File: config.mk
export PLATFORM = sky130hd
export DESIGN_NAME = mdu_iter
export DESIGN_NICKNAME = d
export VERILOG_FILES = /design/src/rtl/mdu_pkg.sv /design/src/rtl/mdu_iter.sv
export SDC_FILE = /design/constraint.sdc
export NUM_CORES = 1
export LEC_CHECK = 0
export CORE_MARGIN = 2
export CORE_UTILIZATION = 45
export DETAILED_ROUTE_END_ITERATION = 12
export PLACE_DENSITY = 0.66
export SYNTH_ARGS = -nofsm -noshare
export SYNTH_HDL_FRONTEND = slang
export SYNTH_SLANG_ARGS = --single-unit
export TNS_END_PERCENT = 20
File: constraint.sdc
create_clock -name clk -period 5 [get_ports clk]
set_input_delay 1 -clock clk [delete_from_list [all_inputs] [get_ports clk]]
set_output_delay 1 -clock clk [all_outputs]
set_load 0.05 [all_outputs]
File: src/rtl/mdu_pkg.sv
// Shared constants for the iterative RV32M multiply/divide unit.
package mdu_pkg;

   localparam int unsigned MDU_WIDTH = 32;

   // M-extension funct3 encodings
   localparam logic [2:0] OP_MUL    = 3'b000;
   localparam logic [2:0] OP_MULH   = 3'b001;
   localparam logic [2:0] OP_MULHSU = 3'b010;
   localparam logic [2:0] OP_MULHU  = 3'b011;
   localparam logic [2:0] OP_DIV    = 3'b100;
   localparam logic [2:0] OP_DIVU   = 3'b101;
   localparam logic [2:0] OP_REM    = 3'b110;
   localparam logic [2:0] OP_REMU   = 3'b111;

   // Control states
   typedef enum logic [1:0] {
      IDLE = 2'd0,
      CALC = 2'd1,
      FIN  = 2'd2,
      DONE = 2'd3
   } state_e;

   // Most-negative XLEN value, used for signed-overflow detection
   localparam logic [MDU_WIDTH-1:0] MOST_NEG = {1'b1, {(MDU_WIDTH-1){1'b0}}};

endpackage

File: src/rtl/mdu_iter.sv
// Iterative multiply/divide: shift-add multiply and restoring divide on one
// shared 2*WIDTH accumulator and adder, with a sign fix-up cycle before done.
module mdu_iter
   import mdu_pkg::*;
#(
   parameter int unsigned WIDTH = MDU_WIDTH
) (
   input  logic             clk,
   input  logic             reset,
   input  logic             start,
   input  logic [2:0]       funct3,
   input  logic [WIDTH-1:0] a,
   input  logic [WIDTH-1:0] b,
   input  logic             flush,
   output logic             busy,
   output logic             done,
   output logic [WIDTH-1:0] result
);

   localparam int unsigned CW = $clog2(WIDTH);
   localparam logic [WIDTH-1:0] MOST_NEG_W = (WIDTH == MDU_WIDTH) ? WIDTH'(MOST_NEG)
                                                                  : {1'b1, {(WIDTH-1){1'b0}}};

   state_e             state_q;
   logic [2*WIDTH-1:0] acc_q;
   logic [WIDTH-1:0]   mcand_q;
   logic [CW-1:0]      cnt_q;
   logic [2:0]         op_q;
   logic               neg_q;
   logic               negr_q;
   logic               spec_q;
   logic               busy_q;
   logic               done_q;
   logic [WIDTH-1:0]   result_q;

   logic               sa, sb, div_op, div0, ovf;
   logic [WIDTH-1:0]   a_mag, b_mag, spec_val;
   logic               mul_mode;
   logic [WIDTH:0]     rem_sh, add_a, add_b;
   logic [WIDTH+1:0]   sum;
   logic [2*WIDTH-1:0] acc_d;
   logic [2*WIDTH-1:0] prod_fix;
   logic [WIDTH-1:0]   quot_fix, rem_fix, result_d;

   // Operand decode at acceptance: sign flags, magnitudes and shortcut cases
   always_comb begin
      div_op   = funct3[2];
      sa       = a[WIDTH-1] & ((funct3 == OP_MULH) | (funct3 == OP_MULHSU) |
                               (funct3 == OP_DIV)  | (funct3 == OP_REM));
      sb       = b[WIDTH-1] & ((funct3 == OP_MULH) | (funct3 == OP_DIV) |
                               (funct3 == OP_REM));
      a_mag    = sa ? -a : a;
      b_mag    = sb ? -b : b;
      div0     = div_op & (b == '0);
      ovf      = ((funct3 == OP_DIV) | (funct3 == OP_REM)) &
                 (a == MOST_NEG_W) & (b == '1);
      spec_val = '0;
      if (div0)     spec_val = funct3[1] ? a : '1;
      else if (ovf) spec_val = funct3[1] ? '0 : a;
   end

   // One iteration step; the adder adds for multiply and trial-subtracts for divide
   always_comb begin
      mul_mode = ~op_q[2];
      rem_sh   = acc_q[2*WIDTH-1:WIDTH-1];
      add_a    = mul_mode ? {1'b0, acc_q[2*WIDTH-1:WIDTH]} : rem_sh;
      add_b    = mul_mode ? {1'b0, (acc_q[0] ? mcand_q : '0)} : ~{1'b0, mcand_q};
      sum      = {1'b0, add_a} + {1'b0, add_b} + {{(WIDTH+1){1'b0}}, ~mul_mode};
      if (mul_mode)
         acc_d = {sum[WIDTH:0], acc_q[WIDTH-1:1]};
      else if (sum[WIDTH+1])
         acc_d = {sum[WIDTH-1:0], acc_q[WIDTH-2:0], 1'b1};
      else
         acc_d = {rem_sh[WIDTH-1:0], acc_q[WIDTH-2:0], 1'b0};
   end

   // Sign fix-up and result select for the FIN cycle
   always_comb begin
      prod_fix = neg_q  ? -acc_q : acc_q;
      quot_fix = neg_q  ? -acc_q[WIDTH-1:0] : acc_q[WIDTH-1:0];
      rem_fix  = negr_q ? -acc_q[2*WIDTH-1:WIDTH] : acc_q[2*WIDTH-1:WIDTH];
      case (op_q)
         OP_MUL:                        result_d = prod_fix[WIDTH-1:0];
         OP_MULH, OP_MULHSU, OP_MULHU:  result_d = prod_fix[2*WIDTH-1:WIDTH];
         OP_DIV, OP_DIVU:               result_d = quot_fix;
         default:                       result_d = rem_fix;
      endcase
      if (spec_q) result_d = acc_q[WIDTH-1:0];
   end

   // Control FSM and datapath registers
   always_ff @(posedge clk or posedge reset) begin
      if (reset) begin
         state_q  <= IDLE;
         acc_q    <= '0;
         mcand_q  <= '0;
         cnt_q    <= '0;
         op_q     <= '0;
         neg_q    <= 1'b0;
         negr_q   <= 1'b0;
         spec_q   <= 1'b0;
         busy_q   <= 1'b0;
         done_q   <= 1'b0;
         result_q <= '0;
      end else if (flush) begin
         state_q <= IDLE;
         busy_q  <= 1'b0;
         done_q  <= 1'b0;
      end else begin
         case (state_q)
            IDLE, DONE: begin
               done_q <= 1'b0;
               if (start) begin
                  op_q    <= funct3;
                  neg_q   <= sa ^ sb;
                  negr_q  <= sa;
                  spec_q  <= div0 | ovf;
                  cnt_q   <= '0;
                  busy_q  <= 1'b1;
                  mcand_q <= div_op ? b_mag : a_mag;
                  if (div0 | ovf) begin
                     acc_q   <= {{WIDTH{1'b0}}, spec_val};
                     state_q <= FIN;
                  end else begin
                     acc_q   <= {{WIDTH{1'b0}}, (div_op ? a_mag : b_mag)};
                     state_q <= CALC;
                  end
               end else begin
                  state_q <= IDLE;
               end
            end
            CALC: begin
               acc_q <= acc_d;
               cnt_q <= cnt_q + CW'(1);
               if (cnt_q == CW'(WIDTH-1)) state_q <= FIN;
            end
            FIN: begin
               result_q <= result_d;
               busy_q   <= 1'b0;
               done_q   <= 1'b1;
               state_q  <= DONE;
            end
            default: state_q <= IDLE;
         endcase
      end
   end

   assign busy   = busy_q;
   assign done   = done_q;
   assign result = result_q;

endmodule

Word-level counts from Yosys, hierarchy flattened
Index checks and enable logic that the tools add are counted.
Widths: inputs -> output; s select.
Word-level totals
  flip-flop bits (word level): 143
  input port bits: 71
Operators by class
  reduce and logical (&&, ||, !) cells: 12
  muxes and demuxes: 33
  eq/ne operators: 18
  add/sub/neg operators: 8
  bitwise operators: 15
Operator list (number)
  $mux 32: 13
  $mux 64: 4
  $neg 32->32: 4
  $pmux 64 s2: 1
  $pmux 32 s3: 1
  $mux 33: 2
  $eq 32x32->1 const B: 2
  $neg 64->64: 1
  $add 33x33->34: 1
  $add 34x1->34: 1
  $not 32->33: 1
  $logic_not 32->1: 1
  $eq 3x3->1 const B: 4
  $pmux 5 s2: 1
  $eq 3x2->1 const B: 3
  $mux 2: 4
  $or 1x1->1: 7
  $eq 3x1->1 const B: 2
  $ne 3x3->1 const B: 2
  $pmux 2 s3: 1
  $reduce_and 3->1: 2
  $add 5x1->5 const B: 1
  $and 1x1->1: 5
  $eq 5x5->1 const B: 1
  other kinds (15): 21

Longest topological paths before layout
Gate-level depths: netlist of run 1.
  word-level depth: 10
  gate-level depth with buffers: 18

Worst setup path after synthesis of run 1
Ideal clock, no wire load.
  path kind: reg-to-reg
  start point: register op_q[2]
  end point: register acc_q[42]
  setup slack: 874 ps
  setup time: 66 ps
  cell stages (with the launch flop): 16
  path buffers: 5
  arrival time: 4060 ps
  required time: 4934 ps
  path through: dfrtp_1 > clkbuf_1 > clkbuf_1 > clkbuf_1 > mux2_2 > ha_1 > clkbuf_1 > nand4_1 > or3b_2 > a21oi_1 > nor2_1 > a21boi_1 > clkbuf_1 > nor2_1 > a221oi_1 > a22o_1
Between the ends
  longest elaborated chain between the ends: 6
RTL lines
  start: declaration: RTL line mdu_iter.sv:28  | logic [2:0] op_q;
  start signal: assignment: RTL line mdu_iter.sv:114  | op_q <= funct3;
  $mux 33, on equally long branches: RTL line mdu_iter.sv:66, mdu_iter.sv:67
  $add 33x33->34: RTL line mdu_iter.sv:68  | sum = {1'b0, add_a} + {1'b0, add_b} + {{(WIDTH+1){1'b0}}, ~mul_mode};
  $add 34x1->34: RTL line mdu_iter.sv:68
  $mux 64: RTL line mdu_iter.sv:71  | else if (sum[WIDTH+1])
  $mux 64 (*): RTL line mdu_iter.sv:69  | if (mul_mode)
  $pmux 64 s2 (*): RTL line mdu_iter.sv:110  | case (state_q)
  end signal: assignment: RTL line mdu_iter.sv:122  | acc_q <= {{WIDTH{1'b0}}, spec_val};
  end signal: assignment: RTL line mdu_iter.sv:125  | acc_q <= {{WIDTH{1'b0}}, (div_op ? a_mag : b_mag)};
  end: declaration: RTL line mdu_iter.sv:25  | logic [2*WIDTH-1:0] acc_q;
Every way passes the cells marked *; elsewhere a longest branch is shown, timed or not.
A chain may end at the register's enable or synchronous reset.

Final worst setup path of run 1
  start point: register op_q[2]
  end point: register acc_q[51]
The elaborated chain is that of the path after synthesis.

==> results of run 1 <==
## metrics by stage
step	instances	hold slack (ns)	cell area [um^2]	utilization
after floorplan	1941	0.445	14200	-
after global placement	2315	0.456	15500	0.494
after detailed placement	2315	0.468	15500	0.494
after CTS	2346	0.481	16100	0.513
after global routing	2346	0.509	16100	0.513
final	2346	0.481	16100	0.513
## tightest hold or removal path: stages, from the launching register on
cell     delay [ns]
dfrtp_1        0.34
nand2_1        0.05
nand3_1        0.06
## routing by layer
layer | up-vias | global-route usage | share of wire
li1 | 6996 | - | -
met1 | 7122 | 0.425 | 0.42
met2 | 737 | 0.512 | 0.46
met3 | 115 | 0.0399 | 0.067
met4 | 0 | 0.160 | 0.050
met5 | - | 0 | 0
## flip-flops by register name, indices dropped and copies added (netlist names)
register  flops
acc_q        64
mcand_q      32
result       32
cnt_q         5
op_q          3
state_q       2
busy          1
done          1
neg_q         1
negr_q        1
spec_q        1
## cell type report
| class | count | area [um^2] | area share |
|---|---|---|---|
| multi-input cells | 1586 | 9860 | 0.614 |
| repair buffers | 143 | 1350 | 0.0843 |
| clock buffers | 21 | 460 | 0.0287 |
| well taps | 402 | 503 | 0.0313 |
| clock inverters | 10 | 136 | 0.00850 |
| flip-flops and latches | 143 | 3580 | 0.223 |
| inverters | 41 | 159 | 0.00990 |
## worst max path at each step
stage | from | endpoint | slack, ns | cells after the start
2_1_floorplan | reset | acc_q[0]$_DFFE_PP0P_ | 0.16 | 1
4_1_cts | op_q[2]$_DFFE_PP0P_ | acc_q[51]$_DFFE_PP0P_ | 0.71 | 12
3_3_place_gp | op_q[2]$_DFFE_PP0P_ | acc_q[51]$_DFFE_PP0P_ | 0.73 | 12
6_report | op_q[2]$_DFFE_PP0P_ | acc_q[51]$_DFFE_PP0P_ | 0.57 | 12
3_5_place_dp | a[6] | acc_q[31]$_DFFE_PP0P_ | 0.61 | 9
5_1_grt | op_q[2]$_DFFE_PP0P_ | acc_q[59]$_DFFE_PP0P_ | 0.31 | 12
## cell usage after synthesis (all sizes together), types with 20 or more instances
library cell,number
xor2,71
mux2i,42
o21ai,225
nand2,248
mux2,36
nand4,23
a21oi,199
clkbuf,155
or3,22
o31ai,29
nor3,36
or4,21
xnor2,91
ha,41
inv,41
nor2,153
nand3,48
o221ai,20
dfrtp,143
a221oi,23
## cell families (layout without fill, tap and decap cells)
logic type                 after synthesis  in the layout  synth area share
AOI/OAI and AO/OA                      662            662             0.284
and+or+nand+nor                        641            641             0.210
buffers and inverters                  212            215            0.0572
xor gates and xnor gates               162            162            0.0997
DFF                                    143            143             0.251
muxes                                   78             78            0.0580
adders and majority gates               43             43            0.0389
## report_power, final
part,internal (mW),switching (mW)
logic,2.72,4.54
clock network,0.807,0.527
registers,1.66,1.08
==> flow_metrics.env, run 1 <==
export IMPL_yosysWarnings=0
export IMPL_die_w_um=182
export IMPL_worstSetupPathType="flip-flop to flip-flop"
export IMPL_diodes=0
export IMPL_clk_pin_slew_worst_paths_ns=0.06
export IMPL_cp_common_cell="a21o_1"
export IMPL_crit_chain="inv_1, buf_4, o21ai_0, ha_1, a21o_1, a21o_1, a221oi_1, and3_1, a21bo_2, o21ai_0, a211oi_1, a21o_1"
export IMPL_cp_start_kind="flip-flop"
export IMPL_cp_num_buf_inv=2
export IMPL_cts_tree="built"
export IMPL_synth_main_ff_cell="dfrtp_1"
export IMPL_hold_viol=0
export IMPL_synth_seq_cells=143
export IMPL_cts_buffers_inserted=17
export IMPL_min_path_cells=2
export IMPL_clk_latency_ns=0.44
export IMPL_grt_max_degree=86
export IMPL_clock_skew_final_ns=0.00631
export IMPL_crit_family="compound AO/OA/AOI/OAI gates"
export IMPL_drive_above_1_share=0.0700
export IMPL_coreArea_um2=31300
export IMPL_reg2reg_from="op_q[2]$_DFFE_PP0P_"
export IMPL_drt_pass1_iterations=6
export IMPL_synth_seq_area_share=0.251
export IMPL_r2r_end="acc_q[51]$_DFFE_PP0P_"
export IMPL_max_stage_delay_ns=0.77
export IMPL_routed_wl_um=53200
export IMPL_leakage_nw=6.47
export IMPL_ir_drop_uv=301
export IMPL_maxSlewViolCount=0
export IMPL_rr_worst_depth=12
export IMPL_grt_pass1_vias=13726
export IMPL_rows=65
export IMPL_min_delay_start="result[22]$_DFFE_PP0P_"
export IMPL_start_util=0.454
export IMPL_synth_area_top_cells="dfrtp_1, a21oi_1, o21ai_0"
export IMPL_io_pins=105
export IMPL_holdPathEnd="result[22]$_DFFE_PP0P_"
export IMPL_antenna_left=0
export IMPL_num_vias=14970
export IMPL_yosys_area_top_type="dfrtp_1"
export IMPL_rsz0062_at_grt="false"
export IMPL_dpl_worst_slack_ns=0.605
export IMPL_tns_ns=0
export IMPL_synth_edf_count=0
export IMPL_maxCapViolations=0
export IMPL_async_reset_ff_frac=1.00
export IMPL_area_growth_pct=12.8
export IMPL_grt_usage=0.320
export IMPL_crit_required_ns=5.38
export IMPL_relSlewSlack=0.166
export IMPL_drcViolationCount=0
export IMPL_cp_slowest_cell="dfrtp_4"
export IMPL_die_area_um2=33100
export IMPL_htreeDepth=4
export IMPL_r2r_slack_ns=0.57
export IMPL_grt_pass1_wl_um=81700
export IMPL_syn_area_um2=14200
export IMPL_wl_per_cell_um=22.7
export IMPL_clock_sinks=143
export IMPL_fp_dieH_um=182
export IMPL_synth_nets=2055
export IMPL_drtIter0Drc=1633
export IMPL_cts_root_buf="clkbuf_16"
export IMPL_synth_top_area_share=0.251
export IMPL_drt_vias_per_instance=6.38
export IMPL_gp_congestion=0.985
export IMPL_place_hpwl_um=40000
export IMPL_cts_setup_buffers=0
export IMPL_globalRoute_totalOverflow=0
export IMPL_worstMarginPinSlew_ns=1.25
export IMPL_final_cell_mix="nand2_1, a21oi_1, o21ai_0"
export IMPL_grt_antenna_before_repair=0
export IMPL_clockBufferDepth=2
export IMPL_worst_path_max_fanout=48
export IMPL_status="finished clean"
export IMPL_fin_nets=2046
export IMPL_fin_crit_sh=0.887
export IMPL_finalWorstSetupSlack_ns=0.567
export IMPL_clock_fmax_mhz=226
export IMPL_p_per_area_nw_per_um2=706
export IMPL_min_path_type="flip-flop to flip-flop"
export IMPL_min_period_ns=4.43
export IMPL_critPathArrivalTime_ns=4.81
export IMPL_synth_cells=1941
export IMPL_total_power_mw=11.3
export IMPL_avgSynthCellArea_um2=7.33
export IMPL_synth_cell_types=80
export IMPL_io_buffer_count=104
export IMPL_fill_cells=3027
export IMPL_cts_resized=0
export IMPL_final_common_cell="nand2_1"
export IMPL_setup_viol=0
export IMPL_cts_hold_buffers=0
export IMPL_worstSetupEndpointType="flip-flop"
Note: power is estimated with default switching activity, not from simulation.
==> inputs of run 2 (changes only) <==
--- a/config.mk
+++ b/config.mk
@@ -5,6 +5,7 @@
 export SDC_FILE = /design/constraint.sdc
 export NUM_CORES = 1
 export LEC_CHECK = 0
+export ABC_CLOCK_PERIOD_IN_PS = 5000
 export CORE_MARGIN = 2
 export CORE_UTILIZATION = 45
 export DETAILED_ROUTE_END_ITERATION = 12
==> results of run 2 <==
No change in the layout: final DEF, timing and power equal those of run 1.
==> inputs of run 3 (changes only) <==
--- a/config.mk
+++ b/config.mk
@@ -5,12 +5,11 @@
 export SDC_FILE = /design/constraint.sdc
 export NUM_CORES = 1
 export LEC_CHECK = 0
-export ABC_CLOCK_PERIOD_IN_PS = 5000
+export ABC_CLOCK_PERIOD_IN_PS = 4700
 export CORE_MARGIN = 2
 export CORE_UTILIZATION = 45
 export DETAILED_ROUTE_END_ITERATION = 12
-export PLACE_DENSITY = 0.66
 export SYNTH_ARGS = -nofsm -noshare
 export SYNTH_HDL_FRONTEND = slang
 export SYNTH_SLANG_ARGS = --single-unit
-export TNS_END_PERCENT = 20
+export TNS_END_PERCENT = 5
==> constraint.sdc (replaced) <==
create_clock -name clk -period 4.7 [get_ports clk]
set_input_delay 0.94 -clock clk [delete_from_list [all_inputs] [get_ports clk]]
set_output_delay 0.94 -clock clk [all_outputs]
set_load 0.05 [all_outputs]
==> run 3 against run 2 <==
Clock power up 9%. Die area stayed put. Via count decreased by 0.51%. Register-to-register slack lost 0.17 ns. Worst hold slack got worse by 0.0021 ns. Routed wire length rose by 0.63%. Flip-flop and latch count unchanged. Sequential power increased by 2%. Power is 7.4% higher. Non-clock buffer count grew 18.
==> flow_metrics.env, run 3 (synthesis gave the netlist of run 1 again) <==
export IMPL_area_growth_pct=14.0
export IMPL_drcViolationCount=0
export IMPL_finalWorstSetupSlack_ns=0.398
export IMPL_crit_family="compound AO/OA/AOI/OAI gates"
export IMPL_tns_ns=0
export IMPL_cts_buffers_inserted=17
export IMPL_gp_congestion=0.955
export IMPL_worstSetupStartpoint="op_q[2]$_DFFE_PP0P_"
export IMPL_io_pins=105
export IMPL_fin_crit_sh=0.915
export IMPL_largest_register="acc_q"
export IMPL_start_util=0.454
export IMPL_grt_max_degree=92
export IMPL_antenna_left=0
export IMPL_dpl_worst_slack_ns=0.345
export IMPL_grt_antenna_before_repair=1
export IMPL_worstSetupEndpointType="flip-flop"
export IMPL_place_hpwl_um=40600
export IMPL_max_stage_delay_ns=0.65
export IMPL_io_buffer_count=104
export IMPL_fp_dieH_um=182
export IMPL_drt_vias_per_instance=6.30
export IMPL_drive_above_1_share=0.0800
export IMPL_largest_reg_flops=64
export IMPL_rows=65
export IMPL_hold_viol=0
export IMPL_cp_slowest_cell="dfrtp_4"
export IMPL_leakage_nw=6.57
export IMPL_worstMarginPinSlew_ns=0.870
export IMPL_post_dp_cell_area_um2=15600
export IMPL_min_path_type="flip-flop to flip-flop"
export IMPL_drtIter0Drc=1604
export IMPL_fin_util=0.518
export IMPL_crit_required_ns=5.08
export IMPL_final_cell_mix="nand2_1, a21oi_1, o21ai_0"
export IMPL_min_delay_start="cnt_q[4]$_DFFE_PP0P_"
export IMPL_status="finished clean"
export IMPL_worstSetupPathType="flip-flop to flip-flop"
export IMPL_clk_pin_slew_worst_paths_ns=0.06
export IMPL_cts_tree="built"
export IMPL_cts_resized=0
export IMPL_maxCapViolations=0
export IMPL_grt_usage=0.321
export IMPL_die_w_um=182
export IMPL_r2r_end="acc_q[59]$_DFFE_PP0P_"
export IMPL_grt_pass1_vias=14030
export IMPL_ir_drop_uv=371
export IMPL_die_area_um2=33100
export IMPL_p_per_area_nw_per_um2=751
export IMPL_worst_path_max_fanout=34
export IMPL_cp_common_cell="inv_1"
export IMPL_cp_num_buf_inv=4
export IMPL_total_power_mw=12.2
export IMPL_crit_chain="inv_1, o21ai_0, inv_1, fa_1, inv_1, fa_1, a211oi_1, o21ai_0, nand3b_1, o211ai_1, a21oi_1, buf_4, o31ai_1, xnor2_1, a221oi_1, a21o_1"
export IMPL_wl_per_cell_um=22.7
export IMPL_critPathArrivalTime_ns=4.69
export IMPL_holdPathEnd="cnt_q[4]$_DFFE_PP0P_"
export IMPL_r2r_slack_ns=0.40
export IMPL_drt_pass1_iterations=6
export IMPL_rr_worst_depth=16
export IMPL_finalNonFillerCells=2365
export IMPL_cts_hold_buffers=0
export IMPL_fin_area_um2=16200
export IMPL_coreArea_um2=31300
export IMPL_clock_sinks=143
export IMPL_post_place_cells=2333
export IMPL_grt_pass1_wl_um=82300
export IMPL_relSlewSlack=0.418
export IMPL_fin_nets=2064
export IMPL_htreeDepth=4
export IMPL_clk_latency_ns=0.45
export IMPL_clock_skew_final_ns=0.0130
export IMPL_rsz0062_at_grt="false"
export IMPL_routed_wl_um=53600
export IMPL_clockBufferDepth=2
export IMPL_cts_setup_buffers=0
export IMPL_cp_start_kind="flip-flop"
export IMPL_whs_ns=0.479
export IMPL_setup_viol=0
export IMPL_clock_fmax_mhz=232
export IMPL_globalRoute_totalOverflow=0
export IMPL_min_period_ns=4.30
export IMPL_min_path_cells=2
export IMPL_num_vias=14893
export IMPL_cts_root_buf="clkbuf_16"
export IMPL_final_common_cell="nand2_1"
export IMPL_maxSlewViolCount=0
export IMPL_reg2reg_from="op_q[2]$_DFFE_PP0P_"
export IMPL_diodes=0
[run 3: cell types whose count changed in the layout (fill, tap and decap cells not counted), sizes merged]
cell / delta
inv: -2
buf: +18
clkbuf: -2
clkinv: +5
[run 3: how the worst max path moves through the flow]
stage / to / slack (ns) / cells past startpoint
after CTS: acc_q[61]$_DFFE_PP0P_ / 0.48 / 16
after floorplan: acc_q[42]$_DFFE_PP0P_ / 0.57 / 15
after global placement: acc_q[28]$_DFFE_PP0P_ / 0.41 / 10
final: acc_q[59]$_DFFE_PP0P_ / 0.40 / 16
after detailed placement: acc_q[28]$_DFFE_PP0P_ / 0.35 / 10
after global routing: acc_q[59]$_DFFE_PP0P_ / 0.09 / 16
[run 3: cell type report]
class                   count  area, um^2
flip-flops and latches    143        3580
repair buffers            161        1500
clock inverters            13         164
fillers                  3062       15100
clock buffers              19         453
multi-input cells        1586        9860
well taps                 402         503
inverters                  41         158
[run 3: routing by layer]
metal / GRT usage / wire (um)
met5: 0 / 13
met4: 0.158 / 2780
met3: 0.0469 / 3790
met2: 0.523 / 24400
met1: 0.418 / 22500
[run 3: where the power goes]
part           internal [mW]  total, mW  switching (mW)  leakage (nW)
sequential              1.77       2.81            1.05          1.82
combinational           2.97       7.91            4.94          4.45
clock                  0.864       1.45           0.587         0.299
total                   5.60       12.2            6.58          6.57
[run 3: tightest hold or removal path: cells and delay by family (launching register included)]
kind	cells	cell delay, ns
flops	1	0.35
simple gates	2	0.10
